<file path="src/rtl/pc_sequencer.sv">
// Registered program-counter sequencer: next-PC select, hold buffering, misalignment trap, retire count.
// Optional 16-bit instruction support is enabled by defining PC_SEQ_RVC_EN.
module pc_sequencer #(
    parameter int               XLEN         = 32,
    parameter logic [XLEN-1:0]  RESET_VECTOR = 32'h0040_0000,
    parameter logic [XLEN-1:0]  TRAP_VECTOR  = 32'h0040_0100,
    parameter int               CNT_W        = 32
) (
    input  logic             clk,
    input  logic             rst_n,
    input  logic [6:0]       opcode,
    input  logic             cond_jump,
    input  logic [XLEN-1:0]  alu_out,
    input  logic             is_compressed,
    input  logic             commit,
    input  logic             hold,
    input  logic             resume,
    output logic [XLEN-1:0]  pc,
    output logic [XLEN-1:0]  pc_plus_inc,
    output logic             fetch_valid,
    output logic             misalign_trap,
    output logic [XLEN-1:0]  trap_pc,
    output logic [XLEN-1:0]  trap_tval,
    output logic [CNT_W-1:0] retired
);
    localparam logic [6:0] OP_B_TYPE    = 7'b1100011;
    localparam logic [6:0] OP_J_TYPE    = 7'b1101111;
    localparam logic [6:0] OP_JALR_TYPE = 7'b1100111;

    typedef enum logic [1:0] {
        ST_RUN  = 2'd0,
        ST_PEND = 2'd1,
        ST_TRAP = 2'd2
    } state_t;

    state_t            state_q;
    logic [XLEN-1:0]   pc_q;
    logic [XLEN-1:0]   pend_q;
    logic [XLEN-1:0]   trap_pc_q;
    logic [XLEN-1:0]   trap_tval_q;
    logic [CNT_W-1:0]  retired_q;
    logic              fetch_valid_q;
    logic              misalign_trap_q;

    logic [XLEN-1:0]   inc_s;
    logic [XLEN-1:0]   pc_plus_inc_s;
    logic [XLEN-1:0]   target_s;
    logic              misaligned_s;

`ifndef PC_SEQ_RVC_EN
    logic unused_compressed_s;
    assign unused_compressed_s = is_compressed;
`endif

    // Instruction length, link value, next-target selection and alignment check.
    always_comb begin
`ifdef PC_SEQ_RVC_EN
        if (is_compressed) begin
            inc_s = XLEN'(2);
        end else begin
            inc_s = XLEN'(4);
        end
`else
        inc_s = XLEN'(4);
`endif
        pc_plus_inc_s = pc_q + inc_s;
        case (opcode)
            OP_B_TYPE:    target_s = cond_jump ? alu_out : pc_plus_inc_s;
            OP_J_TYPE:    target_s = alu_out;
            OP_JALR_TYPE: target_s = {alu_out[XLEN-1:1], 1'b0};
            default:      target_s = pc_plus_inc_s;
        endcase
`ifdef PC_SEQ_RVC_EN
        misaligned_s = target_s[0];
`else
        misaligned_s = |target_s[1:0];
`endif
    end

    // Sequencer FSM; fetch_valid and misalign_trap are registered alongside the state.
    always_ff @(posedge clk) begin
        if (!rst_n) begin
            state_q         <= ST_RUN;
            pc_q            <= RESET_VECTOR;
            pend_q          <= '0;
            trap_pc_q       <= '0;
            trap_tval_q     <= '0;
            retired_q       <= '0;
            fetch_valid_q   <= 1'b0;
            misalign_trap_q <= 1'b0;
        end else begin
            case (state_q)
                ST_RUN: begin
                    if (commit && misaligned_s) begin
                        // Hold is deliberately ignored: the trap takes priority.
                        state_q         <= ST_TRAP;
                        pc_q            <= TRAP_VECTOR;
                        trap_pc_q       <= pc_q;
                        trap_tval_q     <= target_s;
                        fetch_valid_q   <= 1'b0;
                        misalign_trap_q <= 1'b1;
                    end else if (commit && !hold) begin
                        pc_q          <= target_s;
                        retired_q     <= retired_q + CNT_W'(1);
                        fetch_valid_q <= 1'b1;
                    end else if (commit) begin
                        state_q       <= ST_PEND;
                        pend_q        <= target_s;
                        retired_q     <= retired_q + CNT_W'(1);
                        fetch_valid_q <= 1'b0;
                    end else begin
                        fetch_valid_q <= 1'b1;
                    end
                end
                ST_PEND: begin
                    if (!hold) begin
                        state_q       <= ST_RUN;
                        pc_q          <= pend_q;
                        fetch_valid_q <= 1'b1;
                    end else begin
                        fetch_valid_q <= 1'b0;
                    end
                end
                ST_TRAP: begin
                    if (resume) begin
                        state_q         <= ST_RUN;
                        fetch_valid_q   <= 1'b1;
                        misalign_trap_q <= 1'b0;
                    end else begin
                        fetch_valid_q   <= 1'b0;
                        misalign_trap_q <= 1'b1;
                    end
                end
                default: begin
                    state_q         <= ST_RUN;
                    fetch_valid_q   <= 1'b0;
                    misalign_trap_q <= 1'b0;
                end
            endcase
        end
    end

    assign pc            = pc_q;
    assign pc_plus_inc   = pc_plus_inc_s;
    assign fetch_valid   = fetch_valid_q;
    assign misalign_trap = misalign_trap_q;
    assign trap_pc       = trap_pc_q;
    assign trap_tval     = trap_tval_q;
    assign retired       = retired_q;
endmodule

</file>
<file path="config.mk">
export PLATFORM = sky130hd
export DESIGN_NAME = pc_sequencer
export DESIGN_NICKNAME = d
export VERILOG_FILES = /design/src/rtl/pc_sequencer.sv
export SDC_FILE = /design/constraint.sdc
export NUM_CORES = 1
export LEC_CHECK = 0
export CAP_MARGIN = 20
export CORE_UTILIZATION = 49
export DETAILED_ROUTE_END_ITERATION = 6
export MAX_ROUTING_LAYER = met4
export PLACE_DENSITY = 0.78
export SLEW_MARGIN = 20
export SYNTH_ARGS = -nofsm -noshare
export SYNTH_HDL_FRONTEND = slang
export SYNTH_SLANG_ARGS = --single-unit
export TNS_END_PERCENT = 20
</file>
<file path="constraint.sdc">
create_clock -name clk -period 5.22 [get_ports clk]
set_clock_uncertainty 0.05 [all_clocks]
set_input_delay 1.305 -clock clk [delete_from_list [all_inputs] [get_ports clk]]
set_output_delay 1.305 -clock clk [all_outputs]
set_load 0.01 [all_outputs]
</file>
==> metrics.md, run 1 <==
| Metric | Value |
|---|---|
| Max Freq | `0.2207 GHz` |
| Avg Cell Area, Syn | `7.794 um2` |
| Fillers | `1245` |
| Worst path arrival time | `3.18 ns` |
| Via count | `7696` |
| Int Pwr | `0.002282 W` |
| Nets | `1174` |
| RSZ-0062 raised after global routing | `no` |
| Failing checks | `DRC` |
| Synth Register Bits | `164` |
| Max FO, Critical Path | `10` |
| Final setup viols | `0` |
| Tightest Pin Transition | `0.8491 ns` |
| CTS tree | `built` |
| CTS Sinks | `164` |
| Max cap viols | `0` |
| Setup TNS | `0 ns` |
| CP Launch Type | `flop` |
| P_sw | `0.0008427 W` |
| Reg power frac | `0.442` |
| Power Dens Cells | `305.0 nW/um2` |
| Cell Chain, Critical Path | `nand4_2, or4_1, or4_1, nand2_1, clkdlybuf4s50_1` |
| Final worst slack | `0.6884 ns` |
| Initial Utilization | `0.5090` |
| Post-synth EDFFs | `0` |
| Setup Buffers After CTS | `0` |
| DRC viols | `15` |
| Core footprint | `14700 um2` |
| Outcome | `finished, violations left` |
| Crit path largest cell delay | `0.76 ns` |
| Switching portion of total power | `0.2697` |
| IO buf count | `206` |
| Yosys warns | `0` |
| CP Capture Type | `output port` |
| Worst vdd ir | `233.9 uV` |
| First-pass GRT wire length | `36570 um` |
| Htree depth | `4` |
| Comb pwr share | `0.162` |
| DP Worst Slack | `about 1 ns` |
| Largest net degree at the start of global routing | `65` |
| Ys flop type | `dfxtp_1` |
| Post-CTS Resized | `0` |
| 1st-iter DRT viols | `~600` |
| Worst slew margin | `0.4339` |
| DR WL/cell | `16.91 um` |
| FFs w/ async S/R, synth | `0` |
| All-layer global routing usage | `0.2976` |
| Clock share of power | `0.396` |
| Worst skew pair latency | `0.43 ns` |
| Hold crit path type | `reg2reg` |
| Post-DP HPWL | `14670 um` |
| Post-Synthesis Cells | `960` |
| Period utilisation layout | `0.8681` |
| Cell area after synthesis | `7482 um2` |
| Count of cell types in the netlist | `56` |
| Post-CTS Hold Fix Bufs | `0` |
| Initial antenna violation count | `0` |
| Worst Path Required | `3.87 ns` |
| CTS Root Cell | `clkbuf_16` |
| Congestion Overflow GR | `0` |
| RD Place Congestion | `0.8173` |
| Via density per instance | `around 5.8` |
| Cts bufs inserted | `17` |
| Layout cells sized above 1 | `0.06497` |
| Initial DRT Pass Iterations | `7` |
| Die H | `125.6 um` |
| Number of global-route vias before repair | `approximately 7k` |
| Final hold vios | `0` |
| ANT cells | `0` |
| CTS clk-pin slew, worst paths | `0.06 ns` |
| Die W | `125.6 um` |
| Placement Rows | `44` |
| Minimum clock period | `4.532 ns` |
| Post-synthesis sequential area ratio | `0.4388` |
| Aggregate routed wire length | `22370 um` |
| Clk buf depth | `2` |
| Syn Nets | `between 1k and 1.5k` |
| Detail Route Antenna Nets | `0` |
| Die area | `15770 um2` |
| Most frequent CP cell | `or4_1` |
| CP Class | `reg2out` |
| Fin. max-slew vios | `0` |
| Top Ports | `208` |
| Area Overhead vs Synth | `36.94%` |
| Critical Path Slowest Stage Cell | `or4_1` |
| Leak | `about 3.6 nW` |
==> layer usage <==
metal | part of all wire | GRT usage | up-vias
met1 | 0.44 | 0.3827 | 3650
met5 | 0 | - | -
met2 | 0.47 | 0.4657 | 315
met3 | 0.070 | 0.05392 | 37
li1 | - | - | 3694
met4 | 0.020 | 0.1105 | 0
==> sequential cells by signal, summed over array words and instances (netlist names) <==
signal / count
trap_tval: 32
retired: 32
misalign_trap: 1
trap_pc: 32
fetch_valid: 1
pend_q: 32
state_q: 2
pc: 32
==> synthesized netlist by cell type, drive strengths merged (16+ instances only) <==
cell | instances | area (um2)
o21ai | 47 | 235.2
nand2 | 236 | 885.9
dfxtp | 164 | 3283
a31oi | 16 | 100.1
or4 | 16 | 127.6
xnor2 | 19 | 166.4
nand3 | 28 | 140.1
a21oi | 125 | 625.6
nand4 | 16 | 106.4
nor2 | 46 | 172.7
a22oi | 27 | 202.7
clkbuf | 59 | 222.7
==> placed cells by master, fill, tap and decap left out, types with 3 or more instances in the layout <==
cell type,n
and4_1,5
clkbuf_1,4
or4_1,14
clkdlybuf4s50_1,205
mux2_2,15
nand3_1,28
nor3_1,5
o211ai_1,6
o31ai_1,9
o21ai_0,46
a211oi_1,5
clkinvlp_4,4
nand2_1,236
nor4_1,15
xnor2_1,19
clkbuf_8,3
mux2i_1,5
nand4_1,15
dfxtp_1,164
clkbuf_16,17
nand2b_1,9
xor2_1,10
and3_1,9
inv_1,11
nor2_1,46
buf_4,13
or3_1,9
a21oi_1,123
a31oi_1,16
a22oi_1,27
==> power by group through the flow <==
stage	clock network [W]	logic (W)	registers, W
final	0.00124	0.000507	0.00138
after global routing	0.00131	0.000549	0.00139
after CTS	0.00125	0.000505	0.00138
after detailed placement	0	0.000501	0.00141
after global placement	0	0.000496	0.00141
after floorplan	0	0.000245	0.00140
==> path summary, 6_finish.rpt <==
| check | from | to | slack [ns] | cells after the start |
|---|---|---|---|---|
| setup / recovery | pc[9] | pc_plus_inc[21] | 0.69 | 5 |
| hold / removal | trap_tval[30] | trap_tval[30] | 0.40 | 2 |
| setup reg to reg | pc[9] | pc[30] | 2.35 | 6 |
| hold reg to reg | trap_tval[30] | trap_tval[30] | 0.40 | 2 |
==> through the flow <==
stage                 util  hold WS (ns)  cells  total power [W]  instance area [um2]
floorplan                -        0.3812    960         0.001641                 7482
global placement    0.6575        0.3905   1291         0.001901                 9664
detailed placement  0.6575        0.3959   1291         0.001906                 9664
CTS                 0.6971        0.4039   1323         0.003130                10250
global route        0.6971        0.4190   1323         0.003246                10250
finish              0.6971        0.4012   1323         0.003125                10250
==> final cells by class <==
type                       instances  area, um2  share of cell area
clock inverter                     8      100.1            0.009769
sequential                       164       3283              0.3204
inverter                          12      47.55            0.004640
tap                              184      230.2             0.02247
multi-input combinational        710       3909              0.3815
clock buffer                      24      481.7             0.04701
timing repair buffer             221       2195              0.2142
==> cell families (layout without fill, tap and decap cells) <==
| logic type | count (synthesis) | after routing | synth area share |
|---|---|---|---|
| adders and majority gates | 2 | 2 | 0.003344 |
| and+or+nand+nor | 408 | 408 | 0.2515 |
| muxes | 20 | 20 | 0.02926 |
| AOI/OAI and AO/OA | 251 | 251 | 0.1953 |
| DFF | 164 | 164 | 0.4388 |
| xor gates and xnor gates | 29 | 29 | 0.03395 |
| buffers and inverters | 86 | 265 | 0.04782 |
==> worst max-delay path, delay by kind of cell, from the launching register on <==
kind	cells	cell delay [ns]
simple gates	4	1.64
flops	1	0.56
buf+inv	1	0.54
No activity file was read; power rests on OpenSTA's default activity.
==> inputs of run 2 (changes only) <==
--- a/config.mk
+++ b/config.mk
@@ -6,7 +6,9 @@
 export NUM_CORES = 1
 export LEC_CHECK = 0
 export CAP_MARGIN = 20
+export CORE_MARGIN = 4
 export CORE_UTILIZATION = 49
+export CTS_CLUSTER_DIAMETER = 50
 export DETAILED_ROUTE_END_ITERATION = 6
 export MAX_ROUTING_LAYER = met4
 export PLACE_DENSITY = 0.78
==> metrics.md, run 2 (synthesis gave the netlist of run 1 again) <==
| Metric | Value |
|---|---|
| Outcome | `finished, final reports clean` |
| Initial DRT Pass Iterations | `5` |
| Final worst slack | `0.7032 ns` |
| Fillers | `between 1k and 1.5k` |
| Worst Path Required | `3.87 ns` |
| Placed cell count | `1290` |
| ANT cells | `0` |
| Seq. cell area | `3283 um2` |
| Via count | `7590` |
| Aggregate routed wire length | `between 20000 and 25000 um` |
| Die area | `17310 um2` |
| DRC viols | `0` |
| Multi-input logic area | `~3900 um2` |
| CP Class | `reg2out` |
| Core footprint | `14750 um2` |
| All-layer global routing usage | `0.2712` |
| Final hold vios | `0` |
| Congestion Overflow GR | `0` |
| Crit path largest cell delay | `0.59 ns` |
| Detail Route Antenna Nets | `0` |
| Most frequent CP cell | `nand2_1` |
| Cell Chain, Critical Path | `ha_1, and3_1, nand2_1, or4_1, nand2_1, clkdlybuf4s50_1` |
| Worst skew pair latency | `around 0.42 ns` |
| Initial antenna violation count | `0` |
| Fin. max-slew vios | `0` |
| Top Ports | `208` |
| Worst path arrival time | `3.16 ns` |
| Htree depth | `4` |
| Max Freq | `0.2214 GHz` |
| Hold crit path type | `reg2reg` |
| CTS Sinks | `about 160` |
| Buf/Inv on CP | `1` |
| Max cap viols | `0` |
| CTS Root Cell | `clkbuf_16` |
| Via density per instance | `5.746` |
| DP Worst Slack | `0.8363 ns` |
| Leak | `3.591 nW` |
| Max FO, Critical Path | `10` |
| Final setup viols | `0` |
| RSZ-0062 raised after global routing | `no` |
| Nets | `1173` |
| Comb pwr share | `0.157` |
| Setup Buffers After CTS | `0` |
| CP Launch Type | `flop` |
| Cts bufs inserted | `17` |
| 1st-iter DRT viols | `650` |
| RD Place Congestion | `0.8494` |
| Area Overhead vs Synth | `37.43%` |
| CP Capture Type | `output port` |
| Clock share of power | `0.413` |
| Worst slew margin | `0.4322` |
| Period utilisation layout | `0.8653` |
| Post-CTS Resized | `0` |
| Most common cell after layout, fill and taps aside | `nand2_1` |
| Int Pwr | `~0.0024 W` |
| Largest net degree at the start of global routing | `82` |
| IO buf count | `206` |
| Minimum clock period | `around 4.5 ns` |
| Placement Rows | `44` |
| Number of global-route vias before repair | `7325` |
| Critical Path Slowest Stage Cell | `dfxtp_1` |
| DR WL/cell | `17.54 um` |
| CTS clk-pin slew, worst paths | `0.06 ns` |
| Switching portion of total power | `0.2629` |
| Tightest Pin Transition | `0.8518 ns` |
| Crit-path leading delay family | `simple AND/OR/NAND/NOR gates` |
| PnR Total Power | `roughly 0.0032 W` |
| Power Dens Cells | `313.3 nW/um2` |
| Post-DP HPWL | `15420 um` |
| Worst vdd ir | `between 200 and 250 uV` |
| Layout cells sized above 1 | `0.06508` |
| P_sw | `0.0008470 W` |
| Die W | `approximately 130 um` |
| CTS tree | `built` |
| Reg power frac | `0.429` |
| Clk buf depth | `2` |
| Commonest non-fill, non-tap cells in the layout | `nand2_1 (236), clkdlybuf4s50_1 (205), dfxtp_1 (164), a21oi_1 (123)` |
| Post-CTS Hold Fix Bufs | `0` |
| First-pass GRT wire length | `37870 um` |
| Final Non-Filler Cells | `between 1k and 1.5k` |
| Die H | `131.6 um` |
| Setup TNS | `0 ns` |
| Initial Utilization | `0.5071` |
-- run 2: changes by cell type in the layout (fill, tap and decap cells not counted), sizes merged --
| cell | previous run | this run |
|---|---|---|
| clkinv | 2 | 4 |
| clkbuf | 24 | 22 |
| buf | 16 | 15 |
| bufinv | 2 | 4 |
| clkinvlp | 4 | 1 |
-- run 2: worst reg2reg max path, cell delays in order, from the launching register on --
cell and delay [ns]:
dfxtp_1 0.59, ha_1 0.28, and3_1 0.36, nand2_1 0.31
or4_1 0.57, a31oi_1 0.35, nor2b_1 0.08, o221ai_1 0.17
-- run 2: path summary, 6_finish.rpt --
kind / startpoint / to / slack (ns) / cells after the start
worst max-delay path: pc[2] / pc_plus_inc[22] / 0.70 / 6
worst min-delay path: pend_q[30] / pend_q[30] / 0.40 / 2
worst max register to register: pc[2] / pc[22] / 2.37 / 7
worst min register to register: pend_q[30] / pend_q[30] / 0.40 / 2
-- run 2: metal layers --
metal  up-vias  share of wire  GRT usage
met5         -              0          -
met3        22          0.067    0.05619
li1       3694              -          -
met4         0          0.010    0.06884
met2       279           0.49     0.4441
met1      3595           0.44     0.3443
-- run 2: area by class of cell --
cell class                      count  area share
Clock buffer                       22     0.04612
Clock inverter                      9     0.01472
Inverter                           12    0.004624
Multi-Input combinational cell    710      0.3801
Sequential cell                   164      0.3193
Tap cell                          184     0.02239
Timing Repair Buffer              220      0.2127
-- run 2: power groups by stage --
stage	logic [W]	clock network, W	registers (W)
after floorplan	0.000245	0	0.00140
after global placement	0.000498	0	0.00141
after detailed placement	0.000503	0	0.00141
after CTS	0.000508	0.00135	0.00138
after global routing	0.000549	0.00140	0.00139
final	0.000507	0.00133	0.00138
-- run 2: per-stage QoR --
step	util	area, um2	hold WS, ns
floorplan	-	7482	0.3812
global placement	0.6545	9657	0.3890
detailed placement	0.6545	9657	0.3934
CTS	0.6969	10280	0.4020
global route	0.6969	10280	0.4165
finish	0.6969	10280	0.4010
==> inputs of run 3 (changes only) <==
--- a/config.mk
+++ b/config.mk
@@ -6,10 +6,11 @@
 export NUM_CORES = 1
 export LEC_CHECK = 0
 export CAP_MARGIN = 20
-export CORE_MARGIN = 4
+export CORE_MARGIN = 8
 export CORE_UTILIZATION = 49
 export CTS_CLUSTER_DIAMETER = 50
 export DETAILED_ROUTE_END_ITERATION = 6
+export GPL_TIMING_DRIVEN = 0
 export MAX_ROUTING_LAYER = met4
 export PLACE_DENSITY = 0.78
 export SLEW_MARGIN = 20
==> metrics.md, run 3 (synthesis gave the netlist of run 1 again) <==
| Metric | Value |
|---|---|
| Outcome | `finished, final reports clean` |
| Cts bufs inserted | `17` |
| Seq. cell area | `3283 um2` |
| Clk buf depth | `2` |
| Clock share of power | `0.393` |
| Cell Chain, Critical Path | `and3_1, clkbuf_1, nand2_1, clkbuf_1, or4_1, nand2_1, clkdlybuf4s50_1` |
| Multi-input logic area | `3841 um2` |
| Number of global-route vias before repair | `a little under 8k` |
| CTS tree | `built` |
| Tightest Pin Transition | `between 0.8 and 0.9 ns` |
| All-layer global routing usage | `0.2713` |
| Htree depth | `4` |
| CP Capture Type | `output port` |
| First-pass GRT wire length | `41570 um` |
| Switching portion of total power | `0.2727` |
| ANT cells | `0` |
| Area Overhead vs Synth | `38.28%` |
| Top Ports | `about 210` |
| Period utilisation layout | `0.8973` |
| Max FO, Critical Path | `10` |
| Fin. max-slew vios | `0` |
| CP Class | `reg2out` |
| P_sw | `0.0008575 W` |
| Placed cell count | `1354` |
| Detail Route Antenna Nets | `0` |
| PnR Total Power | `0.003145 W` |
| Final hold vios | `0` |
| Die W | `139.6 um` |
| Post-DP HPWL | `19300 um` |
| Post-CTS Resized | `0` |
| DR WL/cell | `between 15 and 20 um` |
| Crit-path leading delay family | `buffers and inverters` |
| Die H | `139.6 um` |
| Commonest non-fill, non-tap cells in the layout | `nand2_1 (236), clkdlybuf4s50_1 (206), dfxtp_1 (164), a21oi_1 (125), clkbuf_1 (61)` |
| Hold crit path type | `reg2reg` |
| Minimum clock period | `between 4 and 5 ns` |
| CP Launch Type | `flop` |
| Power Dens Cells | `between 300 and 400 nW/um2` |
| Core footprint | `15090 um2` |
| DP Worst Slack | `about 0.64 ns` |
| Final worst slack | `0.5361 ns` |
| Via count | `between 8k and 9k` |
| Layout cells sized above 1 | `0.05272` |
| Largest net degree at the start of global routing | `17` |
| Int Pwr | `~0.0023 W` |
| Max Freq | `0.2135 GHz` |
| CTS Sinks | `~160` |
| Comb pwr share | `0.171` |
| Most common cell after layout, fill and taps aside | `nand2_1` |
| Buf/Inv on CP | `3` |
| CTS Root Cell | `clkbuf_16` |
| Initial Utilization | `0.4959` |
| IO buf count | `206` |
| RD Place Congestion | `0.9241` |
| Final Util | `0.6857` |
| Worst skew pair latency | `0.43 ns` |
| Reg power frac | `0.437` |
| Max cap viols | `0` |
| DRC viols | `0` |
| Post-CTS Hold Fix Bufs | `0` |
| Initial DRT Pass Iterations | `5` |
| Leak | `3.613 nW` |
| Initial antenna violation count | `0` |
| 1st-iter DRT viols | `644` |
| Final setup viols | `0` |
| Fillers | `1277` |
| Placement Rows | `45` |
| Die area | `19480 um2` |
| Congestion Overflow GR | `0` |
| Via density per instance | `5.823` |
| CTS clk-pin slew, worst paths | `0.06 ns` |
| Nets | `between 1k and 1.5k` |
| Crit path largest cell delay | `~0.6 ns` |
| Critical Path Slowest Stage Cell | `or4_1` |
| Setup Buffers After CTS | `0` |
| Worst path arrival time | `~3.3 ns` |
| Setup TNS | `0 ns` |
| Aggregate routed wire length | `26300 um` |
| Final Non-Filler Cells | `1383` |
| RSZ-0062 raised after global routing | `no` |
| Worst vdd ir | `between 200 and 300 uV` |
| Worst Path Required | `3.87 ns` |
| Worst slew margin | `0.4249` |
==> run 3: layout make-up <==
class | count | share of cell area
Buffer | 74 | 0.03023
Clock buffer | 24 | 0.04753
Clock inverter | 5 | 0.007256
Inverter | 12 | 0.004354
Multi-Input combinational cell | 710 | 0.3713
Sequential cell | 164 | 0.3173
Tap cell | 188 | 0.02274
Timing Repair Buffer | 206 | 0.1993
==> run 3: path summary, 6_finish.rpt <==
kind / startpoint / end / slack (ns) / cells after the start
min: pend_q[8] / pend_q[8] / 0.40 / 2
max: pc[8] / pc_plus_inc[31] / 0.54 / 7
max reg2reg: pc[8] / pc[31] / 2.21 / 8
min reg2reg: pend_q[8] / pend_q[8] / 0.40 / 2
==> run 3: metrics by stage <==
| stage | cell area, um2 | hold slack (ns) |
|---|---|---|
| after detailed placement | 9779 | 0.3944 |
| after global routing | 10350 | 0.4171 |
| after floorplan | 7482 | 0.3812 |
| after global placement | 9779 | 0.3901 |
| after CTS | 10350 | 0.4027 |
| final | 10350 | 0.4013 |
==> run 3: routing by layer <==
layer / vias to the layer above / track usage / routed length [um]
met5: - / - / 0
met4: 0 / 0.07771 / 437
met3: 38 / 0.07250 / 2324
met2: 399 / 0.4317 / 12210
met1: 3797 / 0.3332 / 11330
li1: 3819 / - / -
==> run 3: power groups by stage <==
stage	combinational (W)	sequential (W)	clock (W)
after CTS	0.000533	0.00137	0.00124
after floorplan	0.000245	0.00140	0
after global routing	0.000580	0.00138	0.00129
after detailed placement	0.000527	0.00140	0
final	0.000537	0.00137	0.00123
after global placement	0.000526	0.00140	0
==> run 3: worst min-delay path: stages (launching register included) <==
cell     delay, ns
dfxtp_1       0.30
nand2_1       0.05
a21oi_1       0.05
==> patch: new RTL, flow settings as in run 2 <==
Add a define of `PC_SEQ_RVC_EN`.
--- a/src/rtl/pc_sequencer.sv
+++ b/src/rtl/pc_sequencer.sv
@@ -1,5 +1,7 @@
 // Registered program-counter sequencer: next-PC select, hold buffering, misalignment trap, retire count.
 // Optional 16-bit instruction support is enabled by defining PC_SEQ_RVC_EN.
+`define PC_SEQ_RVC_EN
+
 module pc_sequencer #(
     parameter int               XLEN         = 32,
     parameter logic [XLEN-1:0]  RESET_VECTOR = 32'h0040_0000,
Behaviour: not the same (Yosys sat finds a counterexample within 4 cycles, from zero or initial values and one cycle with rst_n low).
==> patch against run 2 <==
Setup slack worse by 0.62 ns. Final cell count up 2.0%. Sequential cell count did not move. Fmax is 12% lower. Routed wire length increased by 4.2%. Synthesized area increased by 0.37%. Worst hold slack worse by 0.0043 ns. Design area is 1.4% higher. Power up 4.4%. Highest routed layer unchanged.
==> patch: results (changes against run 2) <==
Reg2Reg Depth: 6 (-1)
Register area share after synthesis: 43.72% (-0.16 points)
Worst path max stage delay: 0.53 ns (-0.06 ns)
Vias in the first global route: 7,630 (+4.2%)
Worst EP arrival: 3.78 ns (+0.62 ns)
Mapped Nets: 1,011 (+0.30%)
Mux cell area share after synthesis: 2.066% (-0.86 points)
First-pass GRT wire length: 39,230 um (+3.6%)
Rel. slew slack: 29.08% (-14 points)
Outcome: finished, final reports clean
Peak VDD IR: 0.0002302 V (+2.4%)
CP max-delay cell: clkdlybuf4s50_1
Number of I/O port buffers: 207 (+0.49%)
Psw: 927.8 uW (+9.5%)
Synth area leaders: dfxtp_1 (44%), nand2_1 (12%), a21oi_1 (7.1%)
Gpl congestion: 0.9015 (+6.1%)
Share of layout cells above drive strength 1: 8.169% (+1.7 points)
Worst r2r dst: pc[27]$_SDFFE_PN0P_
Adder-cell share of the synthesized area: 0.7664% (+0.43 points)
Hold EP: pc[2]$_SDFFE_PN0P_
Top delay family on crit path: buffers and inverters
Global Route Usage Sum: 28.09% (+0.98 points)
R2R setup slack: 2.40 ns (+0.03 ns)
Initial DRC count: 575 (-12%)
Detailed Place HPWL: 16,510 um (+7.0%)
Max FO, Critical Path: 8 (-2)
Nets: 1,200 (+2.3%)
FF-to-FF Start: pc[8]$_SDFFE_PN0P_
[patch: cell types whose count changed after synthesis, sizes merged, moves of 6 or more]
cell / run 2 / this run
nor2: 46 / 80
a22oi: 27 / 0
a221oi: 3 / 23
a21oi: 125 / 107
clkbuf: 59 / 49
or3: 9 / 17
a31oi: 16 / 23
o21bai: 0 / 7
nand2b: 9 / 3
nand3: 28 / 22
nand4: 16 / 22
[patch: area by class of cell]
type,count,area [um^2],share of cell area (%)
inverters,14,55.05,0.5279
clock inverters,11,173.9,1.668
repair buffers,234,2276,21.82
clock buffers,21,470.5,4.511
flip-flops and latches,164,3283,31.48
multi-input cells,719,3940,37.78
well taps,184,230.2,2.208
[patch: cell families after synthesis]
logic type / count (synthesis)
AND/OR/NAND/NOR: 432
AO/OA/AOI/OAI: 235
flip-flops: 164
buffers and inverters: 78
XOR/XNOR: 34
multiplexers: 14
adder cells (fa/ha/maj): 4
[patch: tightest hold or removal path, cell delays in order (launching register included)]
cell,delay [ns]
dfxtp_1,0.31
nand2_1,0.05
a21oi_1,0.05
[patch: metal layers]
layer / GRT usage, % / wire (um)
met3: 7.901 / 2130
met1: 34.66 / 10180
met4: 9.918 / 611
met5: - / 0
met2: 44.30 / 11220
[patch: worst max path at each step]
| stage | startpoint | endpoint | slack, ns | cells past startpoint |
|---|---|---|---|---|
| finish | is_compressed | pc_plus_inc[21] | 0.08 | 9 |
| global route | is_compressed | pc_plus_inc[21] | -0.004 | 9 |
| CTS | is_compressed | pc_plus_inc[24] | 0.03 | 9 |
| detailed placement | is_compressed | pc_plus_inc[27] | -0.06 | 8 |
| global placement | is_compressed | pc_plus_inc[27] | -0.02 | 8 |
| floorplan | is_compressed | pc_plus_inc[27] | 1.02 | 6 |
[patch: timing repair]
action | CTS | global route
buffers inserted | 0 | 1
setup endpoints to repair | 3 | 7
hold endpoints to repair | 0 | 0
cloned | 0 | 0
gates resized for setup | 5 | 3
pin swaps | 2 | 1
[patch: through the flow]
stage	setup slack, ns	cells
after floorplan	1.020	961
after global placement	-0.02192	1314
after detailed placement	-0.05626	1314
after CTS	0.02679	1346
after global routing	-0.003676	1347
final	0.08394	1347
[patch: power groups by stage]
stage	Clock [uW]	Sequential (uW)	Combinational, uW
global route	1420	1410	660
global placement	0	1430	596
finish	1350	1400	610
detailed placement	0	1430	602
floorplan	0	1420	293
CTS	1370	1400	606
